## config.mk

```make
export PLATFORM = sky130hd
export DESIGN_NAME = mips_mem_arbiter
export DESIGN_NICKNAME = d
export VERILOG_FILES = /design/src/rtl/mips_mem_arbiter.sv
export SDC_FILE = /design/constraint.sdc
export NUM_CORES = 1
export LEC_CHECK = 0
export ABC_AREA = 0
export BUFFER_PORTS_ARGS = -buffer_cell sky130_fd_sc_hd__buf_2
export CAP_MARGIN = 0
export CORE_ASPECT_RATIO = 1.75
export CORE_MARGIN = 5
export CORE_UTILIZATION = 30
export CTS_BUF_LIST = sky130_fd_sc_hd__clkbuf_4 sky130_fd_sc_hd__clkbuf_8
export DETAILED_ROUTE_END_ITERATION = 12
export GPL_TIMING_DRIVEN = 0
export SLEW_MARGIN = 15
export SYNTH_ARGS = -nofsm -noshare
export SYNTH_HDL_FRONTEND = slang
export SYNTH_SLANG_ARGS = --single-unit
```

## constraint.sdc

```tcl
create_clock -name CLK -period 2.2 [get_ports CLK]
set_clock_uncertainty 0.05 [all_clocks]
set_input_delay 0.44 -clock CLK [delete_from_list [all_inputs] [get_ports CLK]]
set_output_delay 0.44 -clock CLK [all_outputs]
set_load 0.005 [all_outputs]
```

## src/rtl/mips_mem_arbiter.sv

```systemverilog
// mips_mem_arbiter: shares one unified memory between the fetch stage (I port)
// and the memory-access stage (D port) of the MIPS core.
//
// Ports:
//   CLK, RST                 clock (rising edge), asynchronous active-low reset
//   if_req/if_addr           fetch read request, held until if_ack
//   if_rdata/if_ack          fetched word and one-cycle completion pulse
//   ma_req/ma_we/ma_addr/ma_wdata  data request, held until ma_ack
//   ma_rdata/ma_ack          read data and one-cycle completion pulse
//   mem_req/mem_we/mem_addr/mem_wdata  memory request, stable until mem_rdy
//   mem_rdata/mem_rdy        memory read data and completion
//   stall                    combinational core hold while a request is pending
//   err                      sticky memory-timeout flag
//
// Data has priority; after MAX_WAIT consecutive fetch losses the fetch wins.
// An access with no mem_rdy for TIMEOUT busy cycles is terminated with err.
module mips_mem_arbiter #(
    parameter int unsigned MAX_WAIT = 4,
    parameter int unsigned TIMEOUT  = 16
) (
    input  logic        CLK,
    input  logic        RST,
    input  logic        if_req,
    input  logic [31:0] if_addr,
    output logic [31:0] if_rdata,
    output logic        if_ack,
    input  logic        ma_req,
    input  logic        ma_we,
    input  logic [31:0] ma_addr,
    input  logic [31:0] ma_wdata,
    output logic [31:0] ma_rdata,
    output logic        ma_ack,
    output logic        mem_req,
    output logic        mem_we,
    output logic [31:0] mem_addr,
    output logic [31:0] mem_wdata,
    input  logic [31:0] mem_rdata,
    input  logic        mem_rdy,
    output logic        stall,
    output logic        err
);

    localparam int unsigned DW = 32;
    localparam int unsigned SW = $clog2(MAX_WAIT + 1);
    localparam int unsigned TW = $clog2(TIMEOUT + 1);

    typedef enum logic [1:0] {
        IDLE   = 2'd0,
        BUSY_I = 2'd1,
        BUSY_D = 2'd2
    } state_t;

    state_t          state_q, state_d;
    logic [SW-1:0]   starve_q, starve_d;
    logic [TW-1:0]   tmo_q, tmo_d;

    logic            if_ack_d, ma_ack_d, mem_req_d, mem_we_d, err_d;
    logic [DW-1:0]   if_rdata_d, ma_rdata_d, mem_addr_d, mem_wdata_d;

    logic            finish;
    logic [DW-1:0]   fin_data;

    // Core is held while either port has a request that is not being acked now.
    assign stall = (if_req & ~if_ack) | (ma_req & ~ma_ack);

    // Arbitration, transaction sequencing and timeout.
    always_comb begin
        state_d     = state_q;
        starve_d    = starve_q;
        tmo_d       = tmo_q;
        if_ack_d    = 1'b0;
        ma_ack_d    = 1'b0;
        if_rdata_d  = if_rdata;
        ma_rdata_d  = ma_rdata;
        mem_req_d   = mem_req;
        mem_we_d    = mem_we;
        mem_addr_d  = mem_addr;
        mem_wdata_d = mem_wdata;
        err_d       = err;
        finish      = 1'b0;
        fin_data    = '0;

        case (state_q)
            IDLE: begin
                // The ack cycle is a bubble: the acked requester still shows
                // req here and drops it only after seeing the ack.
                if (!(if_ack || ma_ack)) begin
                    if (ma_req && (!if_req || starve_q != SW'(MAX_WAIT))) begin
                        state_d     = BUSY_D;
                        mem_req_d   = 1'b1;
                        mem_we_d    = ma_we;
                        mem_addr_d  = ma_addr;
                        mem_wdata_d = ma_wdata;
                        tmo_d       = '0;
                        if (if_req && starve_q != SW'(MAX_WAIT)) begin
                            starve_d = starve_q + SW'(1);
                        end
                    end else if (if_req) begin
                        state_d     = BUSY_I;
                        mem_req_d   = 1'b1;
                        mem_we_d    = 1'b0;
                        mem_addr_d  = if_addr;
                        mem_wdata_d = '0;
                        tmo_d       = '0;
                        starve_d    = '0;
                    end
                end
            end
            BUSY_I, BUSY_D: begin
                if (mem_rdy) begin
                    finish   = 1'b1;
                    fin_data = mem_rdata;
                end else if (tmo_q == TW'(TIMEOUT - 1)) begin
                    // This is the TIMEOUT-th cycle without mem_rdy.
                    finish   = 1'b1;
                    fin_data = '1;
                    err_d    = 1'b1;
                end else begin
                    tmo_d = tmo_q + TW'(1);
                end
            end
            default: begin
                state_d = IDLE;
            end
        endcase

        // Completion (normal or timed out): release memory and ack the owner.
        if (finish) begin
            state_d   = IDLE;
            mem_req_d = 1'b0;
            mem_we_d  = 1'b0;
            if (state_q == BUSY_I) begin
                if_ack_d   = 1'b1;
                if_rdata_d = fin_data;
            end else begin
                ma_ack_d = 1'b1;
                if (!mem_we) begin
                    ma_rdata_d = fin_data;
                end
            end
        end
    end

    // State and registered outputs.
    always_ff @(posedge CLK or negedge RST) begin
        if (!RST) begin
            state_q   <= IDLE;
            starve_q  <= '0;
            tmo_q     <= '0;
            if_ack    <= 1'b0;
            ma_ack    <= 1'b0;
            if_rdata  <= '0;
            ma_rdata  <= '0;
            mem_req   <= 1'b0;
            mem_we    <= 1'b0;
            mem_addr  <= '0;
            mem_wdata <= '0;
            err       <= 1'b0;
        end else begin
            state_q   <= state_d;
            starve_q  <= starve_d;
            tmo_q     <= tmo_d;
            if_ack    <= if_ack_d;
            ma_ack    <= ma_ack_d;
            if_rdata  <= if_rdata_d;
            ma_rdata  <= ma_rdata_d;
            mem_req   <= mem_req_d;
            mem_we    <= mem_we_d;
            mem_addr  <= mem_addr_d;
            mem_wdata <= mem_wdata_d;
            err       <= err_d;
        end
    end

endmodule

```

# Word-level counts from Yosys, hierarchy flattened
# Cells that the tools add are included.
[totals] register_bits=143 out_inout_bits=134
[classes] n_bitwise=9 muxes=38 n_reduce_logical=19 eq_ne=13 add_sub_neg=2
[ops] op="32-bit 2-to-1 mux" n=7
[ops] op="5-bit 2-to-1 mux" n=5
[ops] op="1-bit 2-to-1 mux" n=17
[ops] op="3-bit AND reduction" n=5
[ops] op="2-bit != test (second input constant)" n=5
[ops] op="5-bit one-hot mux with 2 select lines" n=1
[ops] op="3-bit 2-to-1 mux" n=3
[ops] op="3-bit != test (second input constant)" n=3
[ops] op="2-bit 2-to-1 mux" n=4
[ops] op="1-bit NOT" n=6
[ops] op="2-bit nonzero test" n=3
[ops] op="5-bit by 1-bit adder with 5-bit output (second input constant)" n=1
[ops] op="5-bit by 4-bit == test with 1-bit output (second input constant)" n=1
[ops] op="5-bit AND reduction" n=1
[ops] op="4-bit != test (second input constant)" n=1
[ops] op="2-bit one-hot mux with 2 select lines" n=1
[ops] op="4-bit AND reduction" n=1
[ops] op="3-bit by 1-bit adder with 3-bit output (second input constant)" n=1
[ops] op="3-bit nonzero test" n=1
[ops] op="1-bit bitwise AND" n=2
[ops] op="2-bit by 1-bit == test with 1-bit output (second input constant)" n=1
[ops] op="2-bit == test (second input constant)" n=1
[ops] op="1-bit logical AND" n=2
[ops] op="2-bit logical NOT" n=1
[ops] op="other kinds (6)" n=7

# Depth between registers and ports, before layout
[depth] depth_word=7 mapped_depth=9 ltp_nobuf=7

# Worst setup path after synthesis
# Ideal clock, no wire load.
[synth_path] kind="reg-to-reg" start="register tmo_q[0]" end="register if_rdata[13]" setup_time_ns=0.135 setup_slack_ns=0.256 arrival_ns=1.758 period_less_slack_ns=1.944 required_ns=2.015 stages_incl_launch_ff=9 cell_sequence="dfrtp_1 ha_1 and3_1 ha_1 o21a_1 nand2_1 buf_2 clkbuf_1 o21ai_0"
[synth_via] elab_chain_cells=5
[synth_lines] item="start, declared" line="55" rtl="logic [TW-1:0] tmo_q, tmo_d;"
[synth_lines] item="start signal, assigned" line="162" rtl="tmo_q <= tmo_d;"
[synth_lines] item="5-bit by 4-bit == test with 1-bit output (*)" line="113" rtl="end else if (tmo_q == TW'(TIMEOUT - 1)) begin"
[synth_lines] item="1-bit 2-to-1 mux" line="113"
[synth_lines] item="1-bit 2-to-1 mux" line="110" rtl="if (mem_rdy) begin"
[synth_lines] item="1-bit 2-to-1 mux" line="83" rtl="case (state_q)"
[synth_lines] item="2-bit AND reduction (no line)"
[synth_lines] item="end signal, assigned" line="165" rtl="if_rdata <= if_rdata_d;"
[synth_lines] item="end, declared" line="25" rtl="output logic [31:0] if_rdata,"
# Every way passes the cells marked *; elsewhere a longest branch is shown, timed or not.
# A chain may end at the register's enable or synchronous reset.

# Final worst setup path
[layout_path] start="register tmo_q[0]" end="register if_rdata[17]"
# Same word-level chain as after synthesis.

==> metrics.txt <==
# TYPE chip_impl_metric gauge
chip_impl_metric{name="num_vias",unit=""} 5158
chip_impl_metric{name="total_routed_wirelength",unit="µm"} 18500
chip_impl_info{name="cp_top_family",value="adder cells"} 1
chip_impl_metric{name="drt_iter0_drc",unit=""} 259
chip_impl_metric{name="clock_tree.buffer_depth",unit=""} 2
chip_impl_metric{name="antenna_violations_before_repair",unit=""} 3
chip_impl_metric{name="timing.fmax",unit="MHz"} 496
chip_impl_metric{name="worst_ir_drop_vdd",unit="V"} 0.000486
chip_impl_metric{name="placement.cell_area",unit="µm²"} 7650
chip_impl_metric{name="postSynthRegisterBits",unit=""} 143
chip_impl_metric{name="grt_first_pass_wirelength",unit="µm"} 28200
chip_impl_metric{name="syn_to_final_growth",unit="%"} 35.3
chip_impl_metric{name="ant_nets",unit=""} 0
chip_impl_metric{name="synth_enable_flop_cells",unit=""} 0
chip_impl_metric{name="initial_core_util",unit="%"} 30.4
chip_impl_metric{name="via_count_of_the_first_global_routing_pass",unit=""} 5297
chip_impl_metric{name="floorplan.core_area",unit="µm²"} 19700
chip_impl_metric{name="worst-path-buf-inv",unit=""} 2
chip_impl_info{name="critPathLaunchType",value="register"} 1
chip_impl_metric{name="maxCapViolations",unit=""} 0
chip_impl_info{name="postSynth.topFlopCell",value="dfrtp_1"} 1
chip_impl_info{name="status",value="completed"} 1
chip_impl_metric{name="drc",unit=""} 0
chip_impl_info{name="worst_path_max_delay_cell",value="dfrtp_1"} 1
chip_impl_metric{name="cts_inserted_buffers",unit=""} 17
chip_impl_metric{name="setup_violations",unit=""} 0
chip_impl_metric{name="number_of_hold_slack_violations_in_the_final_timing_report",unit=""} 0
chip_impl_metric{name="gpl.final_weighted_congestion",unit=""} 0.790
chip_impl_metric{name="placedCellCount",unit=""} 1058
chip_impl_info{name="crit_path_cell_trace",value="ha_1 -> and3_1 -> ha_2 -> o21a_1 -> nand2_1 -> clkbuf_4 -> buf_4 -> o21ai_0"} 1
chip_impl_metric{name="cp_data_required_time",unit="ns"} 2.47
chip_impl_metric{name="fillers",unit=""} 2015
chip_impl_info{name="synthDominantAreaCellType",value="dfrtp_1"} 1
chip_impl_metric{name="syn-cell-area",unit="µm²"} 5970
chip_impl_metric{name="grt-ovfl-total",unit=""} 0
chip_impl_info{name="tritoncts_clock_tree",value="yes"} 1
chip_impl_metric{name="share_of_cells_above_drive_strength_1",unit="%"} 42.4
chip_impl_metric{name="max_stage_delay",unit="ns"} 0.41
chip_impl_info{name="setup.worst_path.end_class",value="register"} 1
chip_impl_metric{name="fin_setup_tns",unit="ns"} 0
chip_impl_metric{name="final-instance-count-excl-fill",unit=""} 1092
chip_impl_metric{name="timing.slew.headroom",unit="%"} 66.1
chip_impl_metric{name="cellPowerDensity",unit="nW/µm²"} 1240
chip_impl_metric{name="yosys_warnings",unit=""} 0
chip_impl_metric{name="synth_sequential_area_ratio",unit="%"} 60.0
chip_impl_metric{name="wl_per_cell",unit="µm"} 17.0
chip_impl_metric{name="clk_pin_slew",unit="ns"} 0.09
chip_impl_metric{name="cts.sinks",unit=""} 143
chip_impl_metric{name="gr-usage-all-layers",unit="%"} 15.9
chip_impl_metric{name="worst_hold_depth",unit=""} 2
chip_impl_metric{name="worstPathArrival",unit="ns"} 2.28
chip_impl_metric{name="post_synth.cell_area_avg",unit="µm²"} 10.9
chip_impl_metric{name="worst_margin_slew",unit="ns"} 0.508
chip_impl_metric{name="overall_power_after_layout",unit="mW"} 10.0
chip_impl_metric{name="clock_h_tree_levels",unit=""} 4
chip_impl_metric{name="synthesis.nets",unit=""} 685
chip_impl_metric{name="final.hold.worst_slack",unit="ns"} 0.162
chip_impl_metric{name="postLayoutCellArea",unit="µm²"} 8070
chip_impl_info{name="synth.top_cells.by_count",value="dfrtp_1, nand2_1, o21ai_0"} 1
chip_impl_info{name="critical_path_class",value="register to register"} 1
chip_impl_metric{name="drt_first_pass_iters",unit=""} 4
chip_impl_metric{name="cellLeakagePower",unit="nW"} 4.26
chip_impl_metric{name="asyncSetResetFlopFracSynth",unit="%"} 100
chip_impl_metric{name="fin_crit_sh",unit="%"} 91.6
chip_impl_info{name="root_buffer",value="clkbuf_8"} 1
chip_impl_metric{name="critical_path_peak_fanout",unit=""} 10
chip_impl_metric{name="reg2reg_depth",unit=""} 8
chip_impl_metric{name="buffers_added_on_ports",unit=""} 267
chip_impl_metric{name="io_pins",unit=""} 268
chip_impl_metric{name="dieHeight",unit="µm"} 197
chip_impl_info{name="hold_path_class",value="primary input to register"} 1
chip_impl_metric{name="core_rows",unit=""} 68
chip_impl_metric{name="grt_max_degree",unit=""} 100
chip_impl_info{name="grt_setup_unrepaired",value="false"} 1
chip_impl_metric{name="maxSlewViolCount",unit=""} 0
chip_impl_metric{name="synthDistinctLibCells",unit=""} 38
chip_impl_metric{name="r2r_slack",unit="ns"} 0.18
chip_impl_metric{name="layout.nets",unit=""} 975
chip_impl_metric{name="syn_inst",unit=""} 545
chip_impl_info{name="yosysMostFrequentCell",value="dfrtp_1"} 1
chip_impl_metric{name="detailedPlacementHpwl",unit="µm"} 14300
chip_impl_metric{name="clk_latency",unit="ns"} 0.44
chip_impl_metric{name="finalCoreUtilization",unit="%"} 41.1
chip_impl_info{name="post_synth_main_area_contributors",value="dfrtp_1, nand2_1, mux2i_1, a22o_1, o21ai_0"} 1
chip_impl_metric{name="post-synth-top-area-fraction",unit="%"} 60.0
chip_impl_metric{name="dieArea",unit="µm²"} 22900
chip_impl_metric{name="finalWorstSetupSlack",unit="ns"} 0.185
chip_impl_metric{name="dp_worst_setup_slack",unit="ns"} -0.230
chip_impl_metric{name="worst-path-stages",unit=""} 8
chip_impl_metric{name="routed_via_density",unit=""} 4.72
chip_impl_metric{name="dieWidth",unit="µm"} 117
chip_impl_metric{name="finalWorstPathRequiredPeriod",unit="ns"} 2.02
## kinds of logic (layout without fill, tap and decap cells)
| logic type | after synthesis | after routing | share of synthesized area (%) |
|---|---|---|---|
| buffers and inverters | 49 | 350 | 4.61 |
| other | 0 | 1 | 0 |
| and+or+nand+nor | 129 | 129 | 9.10 |
| DFF | 143 | 143 | 60.0 |
| AOI/OAI and AO/OA | 185 | 185 | 19.5 |
| adders and majority gates | 6 | 6 | 1.26 |
| muxes | 33 | 33 | 5.54 |
## sequential cells by signal, indices dropped and copies added, names as in the netlist, 2 cells and up
name and flops:
tmo_q 5, state_q 2, starve_q 3, mem_wdata 32
mem_addr 32, ma_rdata 32, if_rdata 32
## layout by cell type, fill, tap and decap left out, types with 3 or more instances in the layout
| master | instances |
|---|---|
| o21ai_0 | 56 |
| a21oi_1 | 35 |
| a22o_1 | 32 |
| mux2i_1 | 33 |
| o21ai_1 | 30 |
| clkbuf_8 | 17 |
| dfrtp_1 | 143 |
| clkinv_2 | 4 |
| ha_1 | 5 |
| clkbuf_1 | 8 |
| buf_4 | 14 |
| inv_1 | 9 |
| nand3_1 | 6 |
| clkbuf_4 | 3 |
| nor2_1 | 5 |
| buf_2 | 276 |
| nand3b_1 | 3 |
| clkinvlp_4 | 4 |
| nand2b_1 | 5 |
| buf_6 | 7 |
| nand2_1 | 100 |
| o21ai_2 | 21 |
## power by group
part	switching [mW]	internal [mW]	leakage, nW	total (mW)
combinational	2.23	1.73	2.20	3.96
sequential	0.490	3.57	1.87	4.06
clock	1.01	1.01	0.180	2.03
total	3.73	6.32	4.26	10.0
## metal layers
metal / up-vias / global-route usage (%) / routed length, µm
met3: 16 / 3.96 / 1420
met1: 2455 / 18.1 / 7130
met4: 4 / 4.68 / 215
met2: 212 / 28.9 / 9740
li1: 2471 / - / -
met5: - / 0 / 19
## worst register-to-register path, cell delays in order, from the launching register on
cell	delay [ns]
dfrtp_1	0.41
ha_1	0.24
and3_1	0.15
ha_2	0.19
o21a_1	0.24
nand2_1	0.10
clkbuf_4	0.20
buf_4	0.20
o21ai_0	0.11
## final timing paths
check / from / end
max: tmo_q[0]$_DFFE_PN0P_ / if_rdata[17]$_DFFE_PN0P_
min: ma_wdata[16] / mem_wdata[16]$_DFFE_PN0P_
max reg2reg: tmo_q[0]$_DFFE_PN0P_ / if_rdata[17]$_DFFE_PN0P_
min reg2reg: ma_rdata[17]$_DFFE_PN0P_ / ma_rdata[17]$_DFFE_PN0P_
max in group asynchronous: RST / mem_wdata[24]$_DFFE_PN0P_
min in group asynchronous: RST / if_rdata[17]$_DFFE_PN0P_
## area by class of cell
type	count	area [µm²]	share of cell area, %
Inverter	9	33.8	0.418
Clock inverter	11	119	1.47
Clock buffer	19	249	3.08
Timing Repair Buffer	271	1400	17.3
Buffer	40	267	3.30
Tap cell	245	307	3.80
Sequential cell	143	3580	44.3
Multi-Input combinational cell	353	2120	26.2
Antenna cell	1	2.50	0.0310
## timing repair
item,4_1_cts,5_1_grt
hold buffers,1,0
setup buffers,2,0
cloned,0,0
hold endpoints to repair,44,0
resized for setup,6,14
endpoints found under the setup margin,27,37
No activity file was read; power rests on OpenSTA's default activity.
